## src/rtl/gmux_bkl_pkg.sv

```systemverilog
// Backlight level encoding shared by the gMUX PWM generator and the PWM duty decoder.
// Levels run 0..16; the threshold table holds the duty midpoints between generator steps.
package gmux_bkl_pkg;

    localparam int LEVEL_W    = 5;
    localparam int NUM_LEVELS = 17;
    localparam int THR_W      = 7;

    typedef logic [LEVEL_W-1:0] level_t;

    localparam level_t LEVEL_RESET = level_t'(10);
    localparam level_t LEVEL_MAX   = level_t'(NUM_LEVELS - 1);

    // Lower duty bound in percent for level k; k = 0 has no bound.
    function automatic logic [THR_W-1:0] bkl_thr(input level_t k);
        logic [THR_W-1:0] thr;
        case (k)
            5'd1:    thr = 7'd1;
            5'd2:    thr = 7'd2;
            5'd3:    thr = 7'd3;
            5'd4:    thr = 7'd5;
            5'd5:    thr = 7'd7;
            5'd6:    thr = 7'd9;
            5'd7:    thr = 7'd12;
            5'd8:    thr = 7'd16;
            5'd9:    thr = 7'd21;
            5'd10:   thr = 7'd26;
            5'd11:   thr = 7'd32;
            5'd12:   thr = 7'd38;
            5'd13:   thr = 7'd46;
            5'd14:   thr = 7'd56;
            5'd15:   thr = 7'd67;
            5'd16:   thr = 7'd81;
            default: thr = 7'd0;
        endcase
        return thr;
    endfunction

endpackage

```

## src/rtl/bkl_sync_edge.sv

```systemverilog
// Two-flop synchronizer for an asynchronous pin plus rise/fall detection.
// o_level is the edge-detect register, so it is still at the old value during an edge pulse.
module bkl_sync_edge (
    input  logic i_clk,
    input  logic i_rst,
    input  logic i_async,
    output logic o_level,
    output logic o_rise,
    output logic o_fall
);

    logic r_meta;
    logic r_sync;
    logic r_prev;

    // NOTE: non-blocking assignments so each stage samples the previous stage's old value.
    always_ff @(posedge i_clk or posedge i_rst) begin
        if (i_rst) begin
            r_meta <= 1'b0;
            r_sync <= 1'b0;
            r_prev <= 1'b0;
        end else begin
            r_meta <= i_async;
            r_sync <= r_meta;
            r_prev <= r_sync;
        end
    end

    assign o_rise  =  r_sync & ~r_prev;
    assign o_fall  = ~r_sync &  r_prev;
    assign o_level =  r_prev;

endmodule

```

## src/rtl/pwm_duty_decoder.sv

```systemverilog
// Measures the iGPU backlight PWM and quantizes its duty into backlight level 0..16.
// Optional: define PWM_DECODE_HYST_EN to require two matching results before LEVEL changes.
module pwm_duty_decoder
    import gmux_bkl_pkg::*;
#(
    parameter int CNT_W      = 20,
    parameter int MIN_PERIOD = 64,
    parameter int TIMEOUT    = 200000
) (
    input  logic   LPC_CLK33M_GMUX,
    input  logic   GMUX_RESET,
    input  logic   PWM_IN,
    output level_t LEVEL,
    output logic   LEVEL_UPD,
    output logic   LEVEL_VALID,
    output logic   PWM_IDLE
);

    localparam int PROD_W = CNT_W + 7;
    localparam int IDLE_W = $clog2(TIMEOUT + 1);

    localparam logic [CNT_W-1:0]  MIN_P     = CNT_W'(MIN_PERIOD);
    localparam logic [PROD_W-1:0] PCT_SCALE = PROD_W'(100);
    localparam logic [IDLE_W-1:0] IDLE_LAST = IDLE_W'(TIMEOUT - 1);
    localparam logic [IDLE_W-1:0] IDLE_FULL = IDLE_W'(TIMEOUT);

    localparam logic [1:0] ST_IDLE = 2'd0;
    localparam logic [1:0] ST_CMP  = 2'd1;
    localparam logic [1:0] ST_DONE = 2'd2;

    logic w_level;
    logic w_rise;
    logic w_fall;
    logic w_edge;

    bkl_sync_edge u_sync_edge (
        .i_clk   (LPC_CLK33M_GMUX),
        .i_rst   (GMUX_RESET),
        .i_async (PWM_IN),
        .o_level (w_level),
        .o_rise  (w_rise),
        .o_fall  (w_fall)
    );

    assign w_edge = w_rise | w_fall;

    logic [CNT_W-1:0]  r_period_cnt;
    logic [CNT_W-1:0]  r_high_cnt;
    logic [IDLE_W-1:0] r_idle_cnt;
    logic              r_armed;
    logic [1:0]        r_state;
    level_t            r_k;
    level_t            r_result;
    logic [CNT_W-1:0]  r_p;
    logic [CNT_W-1:0]  r_h;
    level_t            r_level;
    logic              r_upd;
    logic              r_valid;
    logic              r_idle;

    logic [CNT_W-1:0]  w_p_next;
    logic              w_period_sat;
    logic              w_accept;
    logic              w_idle_hit;
    logic [PROD_W-1:0] w_lhs;
    logic [PROD_W-1:0] w_rhs;
    logic              w_pass;
    logic              w_write;

    assign w_p_next     = r_period_cnt + 1'b1;
    assign w_period_sat = &r_period_cnt;
    assign w_accept     = w_rise && r_armed && (r_state == ST_IDLE) &&
                          !w_period_sat && (w_p_next >= MIN_P);
    assign w_idle_hit   = !w_edge && (r_idle_cnt == IDLE_LAST);

    assign w_lhs  = PROD_W'(r_h) * PCT_SCALE;
    assign w_rhs  = PROD_W'(r_p) * PROD_W'(bkl_thr(r_k));
    assign w_pass = (w_lhs >= w_rhs);

    always_ff @(posedge LPC_CLK33M_GMUX or posedge GMUX_RESET) begin
        if (GMUX_RESET) begin
            r_period_cnt <= '0;
            r_high_cnt   <= '0;
            r_idle_cnt   <= '0;
            r_armed      <= 1'b0;
        end else begin
            if (w_rise) begin
                r_period_cnt <= '0;
                r_high_cnt   <= '0;
            end else begin
                if (!w_period_sat)
                    r_period_cnt <= r_period_cnt + 1'b1;
                if (w_level && !(&r_high_cnt))
                    r_high_cnt <= r_high_cnt + 1'b1;
            end

            if (w_edge)
                r_idle_cnt <= '0;
            else if (r_idle_cnt != IDLE_FULL)
                r_idle_cnt <= r_idle_cnt + 1'b1;

            // After an idle period the first rising edge only re-arms the measurement.
            if (w_idle_hit)
                r_armed <= 1'b0;
            else if (w_rise)
                r_armed <= 1'b1;
        end
    end

    // Linear search from the top level down; a rise during CMP/DONE is ignored by w_accept.
    always_ff @(posedge LPC_CLK33M_GMUX or posedge GMUX_RESET) begin
        if (GMUX_RESET) begin
            r_state  <= ST_IDLE;
            r_k      <= LEVEL_MAX;
            r_result <= '0;
            r_p      <= '0;
            r_h      <= '0;
        end else begin
            case (r_state)
                ST_IDLE: begin
                    if (w_accept) begin
                        r_p     <= w_p_next;
                        r_h     <= r_high_cnt;
                        r_k     <= LEVEL_MAX;
                        r_state <= ST_CMP;
                    end
                end
                ST_CMP: begin
                    if (w_pass) begin
                        r_result <= r_k;
                        r_state  <= ST_DONE;
                    end else if (r_k == level_t'(1)) begin
                        r_result <= '0;
                        r_state  <= ST_DONE;
                    end else begin
                        r_k <= r_k - 1'b1;
                    end
                end
                ST_DONE: r_state <= ST_IDLE;
                default: r_state <= ST_IDLE;
            endcase
        end
    end

`ifdef PWM_DECODE_HYST_EN
    logic   r_pend_valid;
    level_t r_pend_val;

    always_ff @(posedge LPC_CLK33M_GMUX or posedge GMUX_RESET) begin
        if (GMUX_RESET) begin
            r_pend_valid <= 1'b0;
            r_pend_val   <= '0;
        end else if (w_idle_hit) begin
            r_pend_valid <= 1'b0;
        end else if (r_state == ST_DONE) begin
            r_pend_valid <= 1'b1;
            r_pend_val   <= r_result;
        end
    end

    assign w_write = (r_state == ST_DONE) && r_pend_valid && (r_pend_val == r_result);
`else
    assign w_write = (r_state == ST_DONE);
`endif

    always_ff @(posedge LPC_CLK33M_GMUX or posedge GMUX_RESET) begin
        if (GMUX_RESET) begin
            r_level <= LEVEL_RESET;
            r_upd   <= 1'b0;
            r_valid <= 1'b0;
            r_idle  <= 1'b0;
        end else begin
            r_upd <= 1'b0;
            if (w_idle_hit) begin
                r_idle  <= 1'b1;
                r_level <= w_level ? LEVEL_MAX : '0;
                r_upd   <= 1'b1;
                r_valid <= 1'b1;
            end else begin
                if (w_edge)
                    r_idle <= 1'b0;
                if (w_write) begin
                    r_level <= r_result;
                    r_upd   <= 1'b1;
                    r_valid <= 1'b1;
                end
            end
        end
    end

    assign LEVEL       = r_level;
    assign LEVEL_UPD   = r_upd;
    assign LEVEL_VALID = r_valid;
    assign PWM_IDLE    = r_idle;

endmodule

```

## config.mk

```make
export PLATFORM = sky130hd
export DESIGN_NAME = pwm_duty_decoder
export DESIGN_NICKNAME = d
export VERILOG_FILES = /design/src/rtl/gmux_bkl_pkg.sv /design/src/rtl/bkl_sync_edge.sv /design/src/rtl/pwm_duty_decoder.sv
export SDC_FILE = /design/constraint.sdc
export NUM_CORES = 1
export LEC_CHECK = 0
export ABC_AREA = 1
export CORE_AREA = 2 2 162 164
export DETAILED_ROUTE_END_ITERATION = 10
export DIE_AREA = 0 0 164 166
export PLACE_DENSITY_LB_ADDON = 0.25
export SLEW_MARGIN = 20
export SYNTH_ARGS = -nofsm -noshare
export SYNTH_HDL_FRONTEND = slang
export SYNTH_HIERARCHICAL = 1
export SYNTH_SLANG_ARGS = --single-unit
```

## constraint.sdc

```tcl
create_clock -name LPC_CLK33M_GMUX -period 8.2 [get_ports LPC_CLK33M_GMUX]
set_input_delay 1.64 -clock LPC_CLK33M_GMUX [delete_from_list [all_inputs] [get_ports LPC_CLK33M_GMUX]]
set_output_delay 1.64 -clock LPC_CLK33M_GMUX [all_outputs]
set_load 0.005 [all_outputs]
```

==> results of run 1 <==
## critical path: cells and delay by family (launching register included)
kind | cells | cell delay, ps
adders and majority gates | 7 | 2970
and+or+nand+nor | 11 | 2150
AOI/OAI and AO/OA | 7 | 1090
buffers and inverters | 4 | 660
DFF | 1 | 530
xor gates and xnor gates | 1 | 160
## sequential cells by signal, indices dropped and copies added (netlist names), 2 cells and up
signal	cells
r_k	5
r_state	2
LEVEL	5
r_h	20
r_period_cnt	20
r_p	20
r_result	5
r_high_cnt	20
r_idle_cnt	18
## logic make-up (layout without fill, tap and decap cells)
| logic type | after synthesis | count (layout) | synth area share |
|---|---|---|---|
| and+or+nand+nor | 650 | 650 | 0.215 |
| buffers and inverters | 287 | 311 | 0.0894 |
| adders and majority gates | 251 | 251 | 0.313 |
| AOI/OAI and AO/OA | 222 | 222 | 0.0936 |
| DFF | 122 | 122 | 0.244 |
| xor gates and xnor gates | 65 | 65 | 0.0460 |
## path summary, 6_finish.rpt
| kind | startpoint | to | slack [ps] |
|---|---|---|---|
| max in group asynchronous | GMUX_RESET | r_p[5] | 5200 |
| min in group asynchronous | GMUX_RESET | u_sync_edge/o_level | 1480 |
| worst min register to register | u_sync_edge/r_meta | u_sync_edge/r_sync | 350 |
| worst max register to register | r_k[0] | r_k[0] | 560 |
| worst max-delay path | r_k[0] | r_k[0] | 560 |
| worst min-delay path | u_sync_edge/r_meta | u_sync_edge/r_sync | 350 |
## final cells by class
cell class	instances	area, µm²
Timing Repair Buffer	16	145
Multi-Input combinational cell	1188	8380
Clock inverter	14	184
Sequential cell	122	3060
Tap cell	335	419
Inverter	263	990
Clock buffer	18	439
Fill cell	2376	12000
## Yosys cell counts (all sizes together), types with 3 or more instances
library cell and number:
nor3 31, o211ai 3, o21a 3, buf 12
ha 147, nand4 19, clkbuf 12, dfrtp 119
fa 104, nand2 322, nor2 199, xor2 44
o21bai 4, o21ai 116, dfstp 3, xnor2 21
a21o 5, inv 260, a211oi 3, a31oi 5
clkinv 3, a21oi 79, a21boi 3, nor4 15
nand3 60
## stage by stage
step	util	total power, W	setup WS [ps]
after floorplan	-	0.000683	1660
after global placement	0.507	0.000702	562
after detailed placement	0.507	0.000703	417
after CTS	0.531	0.00150	388
after global routing	0.531	0.00153	1.72
final	0.531	0.00148	556
## power groups by stage
stage | sequential, W | clock [W] | combinational [W]
6_report | 0.000629 | 0.000788 | 0.0000627
5_1_grt | 0.000632 | 0.000826 | 0.0000738
4_1_cts | 0.000629 | 0.000804 | 0.0000638
3_5_place_dp | 0.000640 | 0 | 0.0000636
3_3_place_gp | 0.000639 | 0 | 0.0000626
2_1_floorplan | 0.000636 | 0 | 0.0000467
## layer usage
metal,wire [µm],global-route usage,vias to the layer above
met4,902,0.0881,0
met1,13700,0.306,4927
li1,-,-,5118
met2,13500,0.358,211
met3,1040,0.0265,58
met5,0,0,-
## timing repair
action / 4_1_cts / 5_1_grt
resized for setup: 0 / 4
buffers inserted: 0 / 0
setup endpoints to repair: 0 / 12
==> metrics.md, run 1 <==
| Metric | Value |
|---|---|
| Dpl cell area | `0.0130 mm²` |
| Synth top area share | `0.237` |
| Peak supply drop | `0.150 mV` |
| Layout Nets | `1862` |
| #FFs+latches synth | `122` |
| Endpoints failing hold | `0` |
| Clock buffer count from CTS | `17` |
| Fin crit share | `0.932` |
| Yosys Warn Count | `6` |
| Area grow syn2layout | `8.55%` |
| Slew of the pin with the lowest slew margin | `922 ps` |
| CP Class | `register to register` |
| Crit-path max cell delay | `560 ps` |
| Vias per inst | `5.27` |
| Period minus WS final | `7640 ps` |
| CP arrival | `8000 ps` |
| Max-slew violations | `0` |
| Yosys cell types | `39` |
| Sequential Power Share | `0.425` |
| RSZ-0062 raised after global routing | `false` |
| Total track usage | `0.222` |
| Final setup viols | `0` |
| Top post-synthesis cells by area | `dfrtp_1 24%, fa_1 17%, ha_1 15%` |
| Critical Path End Type | `register` |
| Net Sw Frac | `0.238` |
| Antenna violations before repair | `0` |
| CP required | `8550 ps` |
| Initial Util | `0.490` |
| Number of inserted diodes | `0` |
| Psw | `0.000352 W` |
| Die ar. | `0.0272 mm²` |
| Hold_buf cts | `0` |
| Drt wl/cell | `14.9 µm` |
| Setup TNS | `0 ps` |
| Most frequent cells in the layout | `317 x nand2_1, 255 x inv_1, 195 x nor2_1` |
| Fin cells | `1956` |
| Syn_nets | `1851` |
| HPWL Detailed | `23.3 mm` |
| DP Cell Count | `1924` |
| Die width | `164 µm` |
| Worst-path clk slew | `60 ps` |
| Post-synthesis sequential area ratio | `0.244` |
| Core area | `0.0256 mm²` |
| Hold Slack | `353 ps` |
| Max Cap Viol | `0` |
| Clock Skew | `10.9 ps` |
| Pwr Density | `109 mW/mm²` |
| Area leader, netlist | `dfrtp_1` |
| Clock share of power | `0.533` |
| Global route overflow | `0` |
| DR DRC count | `0` |
| CTS tree | `yes` |
| CTS Root Cell | `clkbuf_16` |
| EDFF count, synth | `0` |
| Vias in the first global route | `10127` |
| Vias | `10314` |
| Leak | `7.12 nW` |
| Clk sinks | `122` |
| Max_slew headroom | `0.385` |
| Pin count of the biggest net entering global routing | `83` |
| First-pass GRT wire length | `48.8 mm` |
| Design Area, Final | `0.0136 mm²` |
| Comb power frac | `0.042` |
| Fmax | `131 MHz` |
| Starting DRC count in detailed routing | `627` |
| Port bufs | `10` |
| Clock buffer depth | `2` |
| DRT antenna net count | `0` |
| Mapped Cells | `1597` |
| Most common cell after layout, fill and taps aside | `nand2_1` |
| Cell row count | `59` |
| Critical path fanouts, max | `15` |
| CP Launch Type | `register` |
| Layout cell share with drive strength beyond 1 | `0.0376` |
| R2R depth | `30` |
| Gpl congestion | `0.906` |
| Internal cell power | `0.00113 W` |
| First drt pass iteration count | `5` |
| Clk_lat worst skew | `420 ps` |
| Die Height | `166 µm` |
| H-Tree Depth | `4` |
| Ys async rst share | `1.00` |
| I/O pins | `11` |
| Avg Inst Size Synth | `7.85 µm²` |
| Slowest CP cell | `fa_1` |
| Min-Delay Path Class | `register to register` |
| Drt total wl | `29.1 mm` |
| Hold-critical path depth | `0` |
| Synth Cell Area | `0.0125 mm²` |
| Post-synth top flop | `dfrtp_1` |
| Status | `finished clean` |
Power figures use the tool's default switching activity.
==> run 2: changes to the inputs <==
Settings changed: CORE_AREA 2 2 162 164 to 2 2 123 215, DIE_AREA 0 0 164 166 to 0 0 125 217.
==> metrics.md, run 2 (synthesized netlist as in run 1, its figures left out) <==
| Metric | Value |
|---|---|
| CP arrival | `8040 ps` |
| CP Class | `register to register` |
| Max_slew headroom | `0.481` |
| Comb power frac | `0.040` |
| DR DRC count | `0` |
| Leak | `7.18 nW` |
| Core area | `0.0256 mm²` |
| Die ar. | `0.0271 mm²` |
| Max Cap Viol | `0` |
| Starting DRC count in detailed routing | `492` |
| CP Launch Type | `register` |
| Max-slew violations | `0` |
| GR Util met1 | `0.256` |
| Die Height | `217 µm` |
| Clk_lat worst skew | `480 ps` |
| First-pass GRT wire length | `52.1 mm` |
| Met2 Usage GRT | `0.444` |
| Layout Nets | `1872` |
| Net Sw Frac | `0.213` |
| R2R depth | `31` |
| First drt pass iteration count | `6` |
| Gr busiest metal | `met2` |
| Total track usage | `0.236` |
| Most used cell, CP | `nand2_1` |
| Peak supply drop | `0.161 mV` |
| Crit path from | `r_k[3]` |
| Vias | `10393` |
| Critical path fanouts, max | `14` |
| Reg2reg end | `r_k[1]` |
| RSZ-0062 raised after global routing | `false` |
| Slew of the pin with the lowest slew margin | `772 ps` |
| CP required | `8610 ps` |
| Worst-path clk slew | `60 ps` |
| I/O pins | `11` |
| Crit-path max cell delay | `560 ps` |
| Global route overflow | `0` |
| Vias per inst | `5.35` |
| Setup TNS | `0 ps` |
| Clock buffer depth | `3` |
| Hold_sp | `u_sync_edge/r_meta` |
| CTS tree | `yes` |
| Critical Path End Type | `register` |
| HPWL Detailed | `25.2 mm` |
| Drt total wl | `30.9 mm` |
| Die width | `125 µm` |
| Internal cell power | `0.00123 W` |
| Met3 usage | `0.0238` |
| Period minus WS final | `7640 ps` |
| Sequential Power Share | `0.402` |
| Drt wl/cell | `15.9 µm` |
| Number of inserted diodes | `0` |
| Fin crit share | `0.932` |
| Slowest CP cell | `fa_1` |
| WHS Endpoint | `u_sync_edge/r_sync` |
| Psw | `0.000333 W` |
| Most common cell after layout, fill and taps aside | `nand2_1` |
| Fmax | `131 MHz` |
| Pwr Total | `0.00157 W` |
| Layout cell share with drive strength beyond 1 | `0.0382` |
| Clock Skew | `16.4 ps` |
| Status | `finished clean` |
| Endpoints failing hold | `0` |
| Gpl congestion | `0.906` |
| H-Tree Depth | `4` |
| Clock share of power | `0.558` |
| Antenna violations before repair | `0` |
| Pin count of the biggest net entering global routing | `83` |
| DRT antenna net count | `0` |
| CTS Root Cell | `clkbuf_16` |
| Pwr Density | `114 mW/mm²` |
| Min-Delay Path Class | `register to register` |
| Hold-critical path depth | `0` |
| Final setup viols | `0` |
| Port bufs | `10` |
| Clock buffer count from CTS | `25` |
| Clk sinks | `122` |
| FF-to-FF Start | `r_k[3]` |
| R2R setup slack | `560 ps` |
| Most frequent cells in the layout | `317 x nand2_1, 253 x inv_1, 195 x nor2_1` |
| Vias in the first global route | `10793` |
| Initial Util | `0.491` |
| Area grow syn2layout | `9.17%` |
| Cell row count | `78` |
[run 2: layer usage]
layer | routed length [µm] | up-vias
met1 | 11900 | 4980
met4 | 1750 | 0
li1 | - | 5135
met2 | 16600 | 182
met3 | 684 | 96
met5 | 0 | -
[run 2: cell type report]
cell class / count / area (µm²)
Sequential cell: 122 / 3060
Tap cell: 320 / 400
Inverter: 263 / 993
Clock inverter: 2 / 35.0
Clock buffer: 31 / 678
Timing Repair Buffer: 18 / 160
Fill cell: 2477 / 11900
Multi-Input combinational cell: 1188 / 8370
[run 2: how the worst max path moves through the flow]
stage                              to  slack [ps]
final                          r_k[1]         560
after CTS                      r_k[1]          90
after global placement         r_k[1]         170
after detailed placement       r_k[4]         150
after floorplan                r_k[0]        1660
after global routing      r_result[1]           2
[run 2: timing repair]
item | CTS | global route
resized for setup | 0 | 4
hold buffers | 0 | 0
endpoints found under the hold margin | 0 | 0
setup buffers | 0 | 0
setup endpoints to repair | 0 | 12
[run 2: power by group through the flow]
stage               clock network, W  registers [W]   logic, W
floorplan                          0       0.000636  0.0000467
global placement                   0       0.000639  0.0000623
detailed placement                 0       0.000640  0.0000640
CTS                         0.000891       0.000630  0.0000640
global route                0.000919       0.000631  0.0000725
finish                      0.000874       0.000630  0.0000626
[run 2: critical path, delay by kind of cell, from the launching register on]
family | cells | cell delay, ps
AOI/OAI and AO/OA | 3 | 580
xor gates and xnor gates | 1 | 160
adders and majority gates | 6 | 2820
DFF | 1 | 490
and+or+nand+nor | 16 | 2510
buffers and inverters | 5 | 980
[run 2: metrics by stage]
step                worst slack (ps)  area, µm²  cells  utilization  hold slack [ps]
finish                           561      13700   1944        0.535              352
detailed placement               152      13000   1911        0.507              339
CTS                             90.3      13700   1944        0.535              352
global route                    2.42      13700   1944        0.535              359
floorplan                       1660      12500   1597            -              331
global placement                 174      13000   1911        0.507              335
